$ cat src/rtl/rx_serial_align_pkg.sv
// Shared PHY definitions for the receive serial aligner: alignment symbol,
// default lock constants, counter widths and the lane state encoding.
package phy_pkg;

   localparam int unsigned BYTE_W = 8;
   localparam int unsigned BIT_W  = 3;
   localparam int unsigned CNT_W  = 4;
   localparam int unsigned BAD_W  = 2;

   localparam logic [BYTE_W-1:0] COM_SYM = 8'hBC;

   localparam int unsigned COM_LOCK_DEF   = 4;
   localparam int unsigned LOSS_LIMIT_DEF = 2;

   // 2'd3 is unused; the FSM recovers from it to SEARCH
   typedef enum logic [1:0] {
      SEARCH = 2'd0,
      ALIGN  = 2'd1,
      ACTIVE = 2'd2
   } state_t;

endpackage : phy_pkg

$ cat src/rtl/rx_serial_align_if.sv
// Lane interface between the serial bit source and the byte aligner.
//   data_in     : serial bit, MSB first
//   data_out    : last received data byte
//   valid_out   : data_out holds a non-COM byte received while locked
//   active      : lane locked
//   byte_strobe : one-cycle pulse per byte boundary once aligned
// master = upstream source / byte consumer, slave = aligner.
interface rx_serial_align_if;
   import phy_pkg::*;

   logic              data_in;
   logic [BYTE_W-1:0] data_out;
   logic              valid_out;
   logic              active;
   logic              byte_strobe;

   modport master (
      output data_in,
      input  data_out,
      input  valid_out,
      input  active,
      input  byte_strobe
   );

   modport slave (
      input  data_in,
      output data_out,
      output valid_out,
      output active,
      output byte_strobe
   );

endinterface : rx_serial_align_if

$ cat src/rtl/rx_serial_align.sv
// Receive serial-to-parallel stage: recovers byte boundaries from a 1-bit
// MSB-first stream using repeated COM symbols, then emits data bytes.
//   clk_32f : bit-rate clock, all state updates on rising edge
//   reset   : asynchronous, active-high
//   lane    : rx_serial_align_if slave (data_in in; data_out, valid_out,
//             active, byte_strobe out, all registered)
module rx_serial_align
   import phy_pkg::*;
#(
   parameter int unsigned COM_LOCK   = COM_LOCK_DEF,
   parameter int unsigned LOSS_LIMIT = LOSS_LIMIT_DEF
) (
   input  logic             clk_32f,
   input  logic             reset,
   rx_serial_align_if.slave lane
);

   localparam logic [CNT_W-1:0] LOCK_N = CNT_W'(COM_LOCK);
   localparam logic [BAD_W-1:0] LOSS_N = BAD_W'(LOSS_LIMIT);

   state_t            state;
   logic [BYTE_W-1:0] sr;
   logic [BIT_W-1:0]  bit_cnt;
   logic [CNT_W-1:0]  com_cnt;
   logic [BAD_W-1:0]  bad_cnt;
   logic [BYTE_W-1:0] data_q;
   logic              valid_q;
   logic              active_q;
   logic              strobe_q;

   logic [BYTE_W-1:0] sr_next;
   logic              is_com;
   logic              boundary;
   logic [CNT_W-1:0]  com_inc;
   logic [BAD_W-1:0]  bad_inc;

   // Byte as it will look after this edge; compared against COM every edge
   assign sr_next  = {sr[BYTE_W-2:0], lane.data_in};
   assign is_com   = (sr_next == COM_SYM);
   assign boundary = (bit_cnt == '1);
   assign com_inc  = com_cnt + CNT_W'(1);
   assign bad_inc  = bad_cnt + BAD_W'(1);

   // Shifter, counters and lane FSM
   always_ff @(posedge clk_32f or posedge reset) begin
      if (reset) begin
         state    <= SEARCH;
         sr       <= '0;
         bit_cnt  <= '0;
         com_cnt  <= '0;
         bad_cnt  <= '0;
         data_q   <= '0;
         valid_q  <= 1'b0;
         active_q <= 1'b0;
         strobe_q <= 1'b0;
      end else begin
         sr       <= sr_next;
         strobe_q <= 1'b0;
         case (state)
            SEARCH: begin
               bit_cnt <= '0;
               if (is_com) begin
                  state   <= ALIGN;
                  com_cnt <= CNT_W'(1);
                  bad_cnt <= '0;
               end
            end
            ALIGN: begin
               bit_cnt <= bit_cnt + BIT_W'(1);
               if (boundary) begin
                  strobe_q <= 1'b1;
                  if (is_com) begin
                     bad_cnt <= '0;
                     com_cnt <= (com_cnt == LOCK_N) ? com_cnt : com_inc;
                     // lock edge updates state only; first data byte is next boundary
                     if (com_inc == LOCK_N) begin
                        state    <= ACTIVE;
                        active_q <= 1'b1;
                     end
                  end else begin
                     // a lone bad byte keeps phase but restarts the COM run
                     com_cnt <= '0;
                     bad_cnt <= bad_inc;
                     if (bad_inc == LOSS_N) begin
                        state   <= SEARCH;
                        bit_cnt <= '0;
                     end
                  end
               end
            end
            ACTIVE: begin
               bit_cnt <= bit_cnt + BIT_W'(1);
               if (boundary) begin
                  strobe_q <= 1'b1;
                  if (is_com) begin
                     valid_q <= 1'b0;
                  end else begin
                     data_q  <= sr_next;
                     valid_q <= 1'b1;
                  end
               end
            end
            default: begin
               state   <= SEARCH;
               bit_cnt <= '0;
            end
         endcase
      end
   end

   assign lane.data_out    = data_q;
   assign lane.valid_out   = valid_q;
   assign lane.active      = active_q;
   assign lane.byte_strobe = strobe_q;

endmodule : rx_serial_align

$ cat src/flat_wrapper.sv
// flat-port wrapper written by rule: the top's interface ports become plain ports
module rx_serial_align_flat import phy_pkg::*;
#(
   parameter int unsigned COM_LOCK   = COM_LOCK_DEF,
   parameter int unsigned LOSS_LIMIT = LOSS_LIMIT_DEF
)
  (clk_32f, reset, lane_data_in, lane_data_out, lane_valid_out, lane_active, lane_byte_strobe);
  rx_serial_align_if lane_i ();
  input  logic clk_32f;
  input  logic reset;
  input wire logic [$bits(lane_i.data_in)-1:0] lane_data_in;
  output wire logic [$bits(lane_i.data_out)-1:0] lane_data_out;
  output wire logic [$bits(lane_i.valid_out)-1:0] lane_valid_out;
  output wire logic [$bits(lane_i.active)-1:0] lane_active;
  output wire logic [$bits(lane_i.byte_strobe)-1:0] lane_byte_strobe;
  assign lane_i.data_in = lane_data_in;
  assign lane_data_out = lane_i.data_out;
  assign lane_valid_out = lane_i.valid_out;
  assign lane_active = lane_i.active;
  assign lane_byte_strobe = lane_i.byte_strobe;
  rx_serial_align #(.COM_LOCK(COM_LOCK), .LOSS_LIMIT(LOSS_LIMIT)) u_core (.clk_32f(clk_32f), .reset(reset), .lane(lane_i));
endmodule
$ cat config.mk
export PLATFORM = sky130hd
export DESIGN_NAME = rx_serial_align_flat
export DESIGN_NICKNAME = d
export VERILOG_FILES = /design/src/rtl/rx_serial_align_pkg.sv /design/src/rtl/rx_serial_align_if.sv /design/src/rtl/rx_serial_align.sv /design/src/flat_wrapper.sv
export SDC_FILE = /design/constraint.sdc
export NUM_CORES = 1
export LEC_CHECK = 0
export CORE_ASPECT_RATIO = 1.4
export CORE_MARGIN = 4
export CORE_UTILIZATION = 50
export DETAILED_ROUTE_END_ITERATION = 10
export GPL_ROUTABILITY_DRIVEN = 1
export HOLD_SLACK_MARGIN = 0.08
export PLACE_DENSITY = 0.84
export REMOVE_ABC_BUFFERS = 1
export SLEW_MARGIN = 20
export SYNTH_ARGS = -nofsm -noshare
export SYNTH_HDL_FRONTEND = slang
export SYNTH_SLANG_ARGS = --single-unit
$ cat constraint.sdc
create_clock -name clk_32f -period 1.9 [get_ports clk_32f]
set_input_delay 0.38 -clock clk_32f [delete_from_list [all_inputs] [get_ports clk_32f]]
set_output_delay 0.38 -clock clk_32f [all_outputs]
set_load 0.05 [all_outputs]
**Yosys cells after proc, flatten, opt, wreduce, memory -nomap -nowiden**

Index checks and enable logic that the tools add are counted.

- Add/sub/neg operators: 3
- Eq/ne operators: 12
- Mux-type cells: 22
- Bitwise gates (word level): 2
- Reductions and logical operators: 9

Operators by type and width:

| operator | count |
|---|---|
| two-way mux 2 bit | 8 |
| two-way mux 4 bit | 4 |
| two-way mux 3 bit | 3 |
| equality test 4 x 3 -> 1 bit (second input constant) | 2 |
| equality test 8 bit (second input constant) | 1 |
| one-hot mux 4 bit (2 select lines) | 1 |
| AND reduction 4 bit | 2 |
| inequality test 3 bit (second input constant) | 2 |
| one-hot mux 2 bit (3 select lines) | 1 |
| one-hot mux 3 bit (2 select lines) | 1 |
| AND reduction 3 bit | 2 |
| AND reduction 5 bit | 1 |
| adder 4 x 1 -> 4 bit (second input constant) | 1 |
| equality test 2 bit (second input constant) | 2 |
| inequality test 2 x 1 -> 1 bit (second input constant) | 2 |
| one-hot mux 2 bit (2 select lines) | 1 |
| adder 3 x 1 -> 3 bit (second input constant) | 1 |
| equality test 3 bit (second input constant) | 1 |
| two-way mux 1 bit | 3 |
| inequality test 3 x 1 -> 1 bit (second input constant) | 1 |
| adder 2 x 1 -> 2 bit (second input constant) | 1 |
| equality test 2 x 1 -> 1 bit (second input constant) | 1 |
| zero test 2 bit | 1 |
| NOT 1 bit | 2 |
| 3 further kinds | 3 |

- Register bits after elaboration: 29
- Input port bits: 3
- Logic and storage cells: 57

**Logic depth before layout (Yosys ltp)**

- Depth in word-level cells: 6
- Gate-level depth with buffers: 7
- Mapped depth without buffers: 6

**Worst setup path after synthesis**

No wires, ideal clock.

- Path kind: flip-flop to flip-flop
- Start: register u_core.bit_cnt[0]
- End: register u_core.state[0]
- Setup time: 0.125 ns
- Arrival: 1.765 ns
- Data required time: 1.775 ns
- Setup slack: 0.010 ns
- Stages on the path, launching flop included: 8
- Period minus slack after synthesis: 1.890 ns
- Path through: dfrtp_1 ha_1 ha_1 buf_2 a21boi_0 o32ai_4 o211ai_1 mux2_4

- Word-level cells in the longest chain between the ends: 3

RTL lines:

| element | RTL line | text |
|---|---|---|
| start, declared | rx_serial_align.sv:23 | `logic [BIT_W-1:0] bit_cnt;` |
| start signal, assigned | rx_serial_align.sv:69 | `bit_cnt <= bit_cnt + BIT_W'(1);` |
| start signal, assigned | rx_serial_align.sv:92 | `bit_cnt <= bit_cnt + BIT_W'(1);` |
| equality test 3 bit | rx_serial_align.sv:40 | `assign boundary = (bit_cnt == '1);` |
| inequality test 2 x 1 -> 1 bit (no source line) | -- |  |
| AND reduction 5 bit (no source line) | -- |  |
| end signal, assigned | rx_serial_align.sv:47 | `state <= SEARCH;` |
| end signal, assigned | rx_serial_align.sv:63 | `state <= ALIGN;` |
| end signal, assigned | rx_serial_align.sv:77 | `state <= ACTIVE;` |
| end, declared | rx_serial_align.sv:21 | `state_t state;` |

No other way between the ends.
A chain may end at the register's enable or synchronous reset.

**Worst setup path after layout**

- Start: register u_core.strobe_q, in the netlist u_core.lane.byte_strobe
- End: output lane_byte_strobe

RTL lines:

| element | RTL line | text |
|---|---|---|
| start, declared | rx_serial_align.sv:29 | `logic strobe_q;` |
| start signal, assigned | rx_serial_align.sv:55 | `strobe_q <= 1'b0;` |
| start signal, assigned | rx_serial_align.sv:58 | `strobe_q <= 1'b0;` |
| start signal, assigned | rx_serial_align.sv:71 | `strobe_q <= 1'b1;` |
| end, declared | flat_wrapper.sv:15 | `output wire logic [$bits(lane_i.byte_strobe)-1:0] lane_byte_strobe;` |

No word-level cell between the ends.

==> flow_metrics.tcl <==
set metrics [dict create \
    cts_max_path_buffers 2 \
    max_stage_delay_ns 0.79 \
    cap_violations 0 \
    track_usage_pct 19.7 \
    final.min_clock_period_ns 1.83 \
    cts_made_buffers 5 \
    ff2ff_setup_slack_ns 0.10 \
    period_share_pct 96.2 \
    r2r_cells 7 \
    clkPwrFrac_pct 25.2 \
    clk_root_buffer_cell "clkbuf_4" \
    initial_core_util_pct 53.4 \
    clk_pin_slew_ns 0.09 \
    critPathSlowestCell "clkdlybuf4s50_1" \
    ant_nets 0 \
    num_rows 22 \
    seqPwrFrac_pct 46.9 \
    wl_per_cell_um 16.0 \
    fp.dieW_um 53.4 \
    synth_area_um2 1440 \
    status "complete, no violations" \
    dp_hpwl_um 2190 \
    pre_cts_ws_ns -0.114 \
    r2r-start "u_core.bit_cnt[0]$_DFF_PP0_" \
    swShare_pct 30.1 \
    antenna_found_initial 0 \
    critPathBufInv 1 \
    avgSynthCellArea_um2 12.3 \
    p_per_area_nw_per_um2 828 \
    die_area_um2 3810 \
    grt_max_degree 30 \
    post_drt_via_cell_ratio 5.88 \
    path_cells "clkdlybuf4s50_1" \
    cts_max_level 2 \
    ir_drop_mv 0.716 \
    ios 14 \
    worst_pin_slew_ns 0.528 \
    cts_num_sinks 29 \
    synth-edff-count 0 \
    postCtsSetupBuffers 0 \
    critPathArrivalTime_ns 1.45 \
    grt_first_pass_wirelength_um 5560 \
    die_h_um 71.5 \
    startpoint_type "flip-flop" \
    diodes 0 \
    critical_path.endpoint_type "output port" \
    grt_remaining_overflow 0 \
    tritoncts "built" \
    crit_fanout 1 \
    p_leak_nw 0.997 \
    route.detailed.drc 0 \
    slew_viol_final 0 \
    path_delay_family "buffers and inverters" \
    hold_violations 0 \
    wl_um 2940 \
    gp_congestion 0.821 \
    synth_cell_types 42 \
    fmax_mhz 547 \
    crit_type "reg -> out" \
    first_pass_iters 4 \
    required_ns 1.52 \
    intPower_mw 1.04 \
    final_layout_size_suffix_gt1_share_pct 23.0 \
    postSynth.asyncResetShare_pct 100 \
    synth-seq-cells 29 \
    grt_pass1_vias 1210 \
    maxSlewHeadroom_pct 64.7 \
    dp.cells 177 \
    ys_seq_area_share_pct 50.4 \
    drt-initial-drc-count 42 \
    dominantRegCellSynth "dfrtp_1" \
    finalNetCount 160 \
    num_vias 1082 \
    synth-warning-count 0 \
    syn_to_final_growth_pct 24.3 \
    skew_ns 0.0152 \
    p_sw_uw 447 \
    syn_inst 117 \
    core-area_um2 2700 \
    regToRegEndpoint "u_core.state[0]$_DFFE_PP0P_" \
    combPwrFrac_pct 27.9 \
    finalWorstSetupSlack_ns 0.0730 \
    final_cells 184 \
    setup_viol 0 \
    clk_latency_ns 0.33 \
    hold_class "in -> async" \
    rsz0062_at_grt "no" \
    io_buffers 13 \
]
how the worst max path moves through the flow:
stage / cells after the start / startpoint / end
2_1_floorplan: 6 / u_core.bit_cnt[0]$_DFF_PP0_ / u_core.state[0]$_DFFE_PP0P_
3_3_place_gp: 5 / lane_data_in / u_core.state[0]$_DFFE_PP0P_
3_5_place_dp: 5 / lane_data_in / u_core.lane.data_out[3]$_DFFE_PP0P_
4_1_cts: 1 / u_core.lane.data_out[6]$_DFFE_PP0P_ / lane_data_out[6]
5_1_grt: 1 / u_core.lane.byte_strobe$_DFF_PP0_ / lane_byte_strobe
6_report: 1 / u_core.lane.byte_strobe$_DFF_PP0_ / lane_byte_strobe
cell type report:
cell class	instances	area, um2
clock buffers	7	55.1
fillers	203	907
inverters	9	33.8
multi-input cells	76	671
flip-flops and latches	29	726
well taps	36	45.0
repair buffers	27	260
per-layer routing:
layer  vias to the layer above  wire [um]  GRT usage (%)
met4                         0         38           7.95
met1                       544       1160           22.9
met2                        39       1600           32.9
met3                         4        144           5.82
met5                         -          0              0
li1                        495          -              -
cell usage after synthesis, types with 2 or more instances:
| cell type | n | area share, % |
|---|---|---|
| nor2_1 | 2 | 0.52 |
| a21boi_0 | 2 | 1.0 |
| mux2_2 | 6 | 4.7 |
| dfrtp_1 | 29 | 50 |
| inv_1 | 9 | 2.3 |
| a32oi_1 | 2 | 1.2 |
| nor2b_1 | 3 | 1.3 |
| o21ai_1 | 2 | 0.70 |
| mux2_1 | 2 | 1.6 |
| a22o_1 | 2 | 1.2 |
| nand3_1 | 4 | 1.4 |
| and4b_1 | 2 | 1.4 |
| ha_1 | 9 | 7.8 |
| nand2_1 | 9 | 2.3 |
| o21ai_0 | 2 | 0.70 |
| and2_1 | 2 | 0.87 |
| a31oi_1 | 3 | 1.3 |
| o211ai_1 | 2 | 1.0 |
| clkbuf_1 | 2 | 0.52 |
stage by stage:
step	TNS (ns)	hold WS (ns)	util [%]	cell area [um2]	total power [mW]
final	0	0.419	66.4	1790	1.48
after global routing	0	0.446	66.4	1790	1.59
after detailed placement	-0.787	0.415	63.3	1710	1.11
after floorplan	0	0.377	-	1430	0.958
after global placement	-0.303	0.402	63.3	1710	1.09
after CTS	0	0.424	65.4	1760	1.48
power by group through the flow:
stage | combinational [mW] | sequential (mW) | clock [mW]
after floorplan | 0.264 | 0.693 | 0
after global placement | 0.393 | 0.700 | 0
after CTS | 0.406 | 0.693 | 0.385
after global routing | 0.467 | 0.699 | 0.422
final | 0.413 | 0.695 | 0.374
after detailed placement | 0.405 | 0.705 | 0
flip-flops by register name, summed over array words and instances, names as in the netlist:
name and cells:
u_core.lane.data_out 8, u_core.sr 7, u_core.com_cnt 4, u_core.bit_cnt 3, u_core.bad_cnt 2, u_core.state 2, u_core.lane.active 1, u_core.lane.byte_strobe 1
u_core.lane.valid_out 1
cells by family after synthesis:
kind of cell,share of synthesized area (%)
fa+ha+maj,7.82
mux,7.99
flops,50.4
simple gates,16.2
buf+inv,3.21
compound gates,14.3
cell usage in the layout, fill, tap and decap left out, types with 2 or more instances in the layout:
cell type / count
a22o_1: 2
a31oi_1: 3
a32oi_1: 2
and2_1: 2
and4b_1: 2
buf_4: 14
clkbuf_4: 5
clkdlybuf4s50_1: 3
dfrtp_1: 29
dlymetal6s2s_1: 10
ha_1: 8
inv_1: 9
mux2_1: 2
mux2_2: 6
nand2_1: 9
nand3_1: 4
nor2_1: 2
nor2b_1: 3
o211ai_1: 2
o21ai_0: 2
o21ai_1: 2
repair_timing:
action	in CTS	in global routing
gates resized for setup	0	12
hold buffers	0	0
setup endpoints to repair	0	13
Note: power is estimated with default switching activity, not from simulation.
==> RTL edit 1: new RTL, same flow settings <==
Encoding of `state_t`: now one-hot (3 bits for 3 states).
--- a/src/rtl/rx_serial_align_pkg.sv
+++ b/src/rtl/rx_serial_align_pkg.sv
@@ -14,8 +14,8 @@
 
    // 2'd3 is unused; the FSM recovers from it to SEARCH
-   typedef enum logic [1:0] {
-      SEARCH = 2'd0,
-      ALIGN  = 2'd1,
-      ACTIVE = 2'd2
+   typedef enum logic [2:0] {
+      SEARCH = 3'b001,
+      ALIGN  = 3'b010,
+      ACTIVE = 3'b100
    } state_t;
 
Formal check against the unedited RTL: no difference found for any inputs over 10 cycles, from zero or initial values and one cycle with reset high; not proved beyond that.
==> RTL edit 1 against the original RTL <==
First-iteration DRC count fell by 48%. Fmax fell by 0.49%. Count of clock-buffer cells in the layout fell by 1. Design area fell by 1.4%. Synthesized area fell by 3.2%. Setup slack got worse by 0.0089 ns. Wire length fell by 7.8%. Sequential cell count rose by 1.
Power is not compared: it rests on default switching activity, and its combinational part moved more than twofold at a synthesized area within 25%.
==> RTL edit 1: results <==
status:
  status: "completed"
placement:
  hpwl_um: 2023
  gp_congestion: 0.9198
yosys:
  yosys-top-cells-area: "dfrtp_1 (52%), mux2_2 (6.5%), ha_1 (5.4%)"
  synth-adder-area-share_pct: 5.386
  synth_compound_area_share_pct: 11.85
  yosysUniqueCellTypes: 37
critical_path:
  crit_path_end: "u_core.lane.data_out[4]$_DFFE_PP0P_"
  crit_slowest_cell: "or4b_4"
  crit_arrival_ns: 2.06
  crit_family: "simple AND/OR/NAND/NOR gates"
  cpPeakStageDelay_ns: 0.51
  crit_start: "lane_data_in"
  r2r_cells: 5
  crit_fanout: 6
  r2r-start: "u_core.sr[5]$_DFF_PP0_"
grt:
  grt_pass1_wl_um: 4560
  grtUsageTotal_pct: 17.11
  grt_pass1_vias: 1019
  grt_max_degree: 20
routing:
  drt_wl_total_um: 2714
  vias_per_cell: 5.405
cells_and_area:
  n_fill_cell: 208
  layout.nets: 158
sta:
  hold-worst-slack_ns: 0.3707
  fin_skew_ns: 0.01484
clock_tree:
  cts-resized-gates: 4
RTL edit 1: power by group through the flow:
| stage | Clock (mW) | Combinational (mW) | Sequential [mW] |
|---|---|---|---|
| finish | 0.510 | 0.0963 | 0.686 |
| global route | 0.560 | 0.107 | 0.692 |
| CTS | 0.532 | 0.0970 | 0.686 |
| detailed placement | 0 | 0.0976 | 0.698 |
| global placement | 0 | 0.0931 | 0.695 |
| floorplan | 0 | 0.0551 | 0.696 |
RTL edit 1: stage by stage:
stage / TNS [ns] / power, mW / setup slack, ns / instances / utilization, %
2_1_floorplan: 0 / 0.7506 / 0.04146 / 116 / -
3_3_place_gp: -3.172 / 0.7884 / -0.2302 / 178 / 62.83
3_5_place_dp: -3.593 / 0.7957 / -0.2662 / 178 / 62.83
4_1_cts: 0 / 1.315 / 0.0004821 / 185 / 65.72
5_1_grt: -0.01070 / 1.359 / -0.01070 / 185 / 66.81
6_report: 0 / 1.292 / 0.06405 / 185 / 66.81
RTL edit 1: cell families (layout without fill, tap and decap cells):
kind of cell	after synthesis	count (layout)
and+or+nand+nor	40	40
DFF	30	30
AOI/OAI and AO/OA	25	25
muxes	9	9
buffers and inverters	9	39
adders and majority gates	6	6
RTL edit 1: cell type report:
cell class	count	area [um^2]	share of cell area [%]
Sequential cell	30	752.0	42.59
Multi-Input combinational cell	80	611.8	34.66
Timing Repair Buffer	26	252.7	14.32
Clock buffer	6	51.30	2.906
Tap cell	36	45.04	2.551
Clock inverter	1	30.03	1.701
Inverter	6	22.52	1.276
RTL edit 1: routing by layer:
layer / GRT usage (%) / share of wire [%] / wire length (um)
met1: 18.19 / 41 / 1105
met2: 28.31 / 54 / 1455
met3: 5.757 / 3.2 / 86
met4: 9.943 / 2.4 / 66
met5: 0 / 0 / 0
==> RTL edit 2: new RTL, same flow settings <==
Made on the original files. `BAD_W`: 2 -> 4.
--- a/src/rtl/rx_serial_align_pkg.sv
+++ b/src/rtl/rx_serial_align_pkg.sv
@@ -6,5 +6,5 @@
    localparam int unsigned BIT_W  = 3;
    localparam int unsigned CNT_W  = 4;
-   localparam int unsigned BAD_W  = 2;
+   localparam int unsigned BAD_W  = 4;
 
    localparam logic [BYTE_W-1:0] COM_SYM = 8'hBC;
Check against the original RTL: same outputs for any inputs over 10 cycles, from zero or initial values and one cycle with reset high; that may be too few to reach the edited logic, so the function may still have changed.
==> RTL edit 2 against the original RTL <==
Synthesized area increased by 8.7%. Fmax decreased by 0.66%. Design area increased by 10%. Setup slack got worse by 0.012 ns. Sequential cell count increased by 2. Count of clock-buffer cells in the layout decreased by 2. Synthesized cell count increased by 21%. Wire length increased by 16%. Global-route usage decreased by 1.5 points.
Power is not compared: it rests on default switching activity, and its combinational part moved more than twofold at a synthesized area within 25%.
==> RTL edit 2: results <==
status:
  status: "completed"
yosys:
  synth_commonest_cells: "dfrtp_1 (31), ha_1 (10), nand2_1 (10)"
  synthCells: 142
  yosys-top-cells-area: "dfrtp_1 (50%), ha_1 (8.0%), mux2_2 (5.8%)"
  yosysUniqueCellTypes: 40
  seq_area_frac_synth_pct: 49.56
routing:
  vias_per_cell: 5.821
  vias: 1205
  drt_iter0_markers: 29
  wl_per_cell_um: 16.49
critical_path:
  cpPeakStageDelay_ns: 0.81
  crit_fanout: 2
  r2r_slack_ns: 0.15
cells_and_area:
  layout.nets: 182
  n_fill_cell: 218
  drive_above_1_share_pct: 21.76
placement:
  gp_congestion: 0.8858
  pre_cts_ws_ns: -0.2260
  hpwl_um: 2384
  dp.cells: 199
grt:
  grt_max_degree: 32
  grtUsageTotal_pct: 18.12
  grt_pass1_wl_um: 5837
  grt_pass1_vias: 1306
clock_tree:
  clk_pin_slew_ns: 0.07
  clock_latency_ns: 0.28
  clockRootBuffer: "clkbuf_8"
sta:
  fin_skew_ns: 0.009758
  worst_pin_slew_ns: 0.5286
  period_minus_slack_ns: 1.839
  hold-worst-slack_ns: 0.4057
min_path:
  hold_class: "reg2reg"
[RTL edit 2: cell types whose count changed after synthesis, sizes merged, moves of 3 or more]
cell,before,now
o22ai,0,5
nand3,5,9
o21ai,4,8
clkbuf,2,5
nand3b,1,4
nor2,2,5
[RTL edit 2: worst paths after layout]
check,startpoint,end,cells past startpoint
setup / recovery,u_core.lane.data_out[4]$_DFFE_PP0P_,lane_data_out[4],1
hold / removal,u_core.sr[5]$_DFF_PP0_,u_core.sr[6]$_DFF_PP0_,0
setup reg to reg,u_core.com_cnt[1]$_DFFE_PP0P_,u_core.state[0]$_DFFE_PP0P_,6
hold reg to reg,u_core.sr[5]$_DFF_PP0_,u_core.sr[6]$_DFF_PP0_,0
max in group asynchronous,reset,u_core.sr[6]$_DFF_PP0_,3
min in group asynchronous,reset,u_core.bad_cnt[1]$_DFFE_PP0P_,3
[RTL edit 2: logic make-up (layout without fill, tap and decap cells)]
family                   after synthesis  after routing  share of synthesized area (%)
buffers and inverters                 15             43                          3.677
flip-flops                            31             31                          49.56
multiplexers                          10             10                          7.035
AND/OR/NAND/NOR                       44             44                          16.63
AO/OA/AOI/OAI                         32             32                          15.11
adder cells (fa/ha/maj)               10             10                          7.994
[RTL edit 2: layout make-up]
type	count	area, um^2	share of cell area (%)
clock buffers	5	68.82	3.492
clock inverters	3	67.56	3.429
inverters	9	33.78	1.714
multi-input cells	96	750.7	38.10
flip-flops and latches	31	775.7	39.37
well taps	37	46.29	2.349
repair buffers	26	227.7	11.56
[RTL edit 2: routing by layer]
| layer | up-vias | routed length [um] | track usage, % |
|---|---|---|---|
| met4 | 0 | 131 | 8.649 |
| met3 | 15 | 127 | 4.514 |
| li1 | 567 | - | - |
| met5 | - | 0 | 0 |
| met1 | 593 | 1301 | 18.49 |
| met2 | 30 | 1852 | 34.61 |
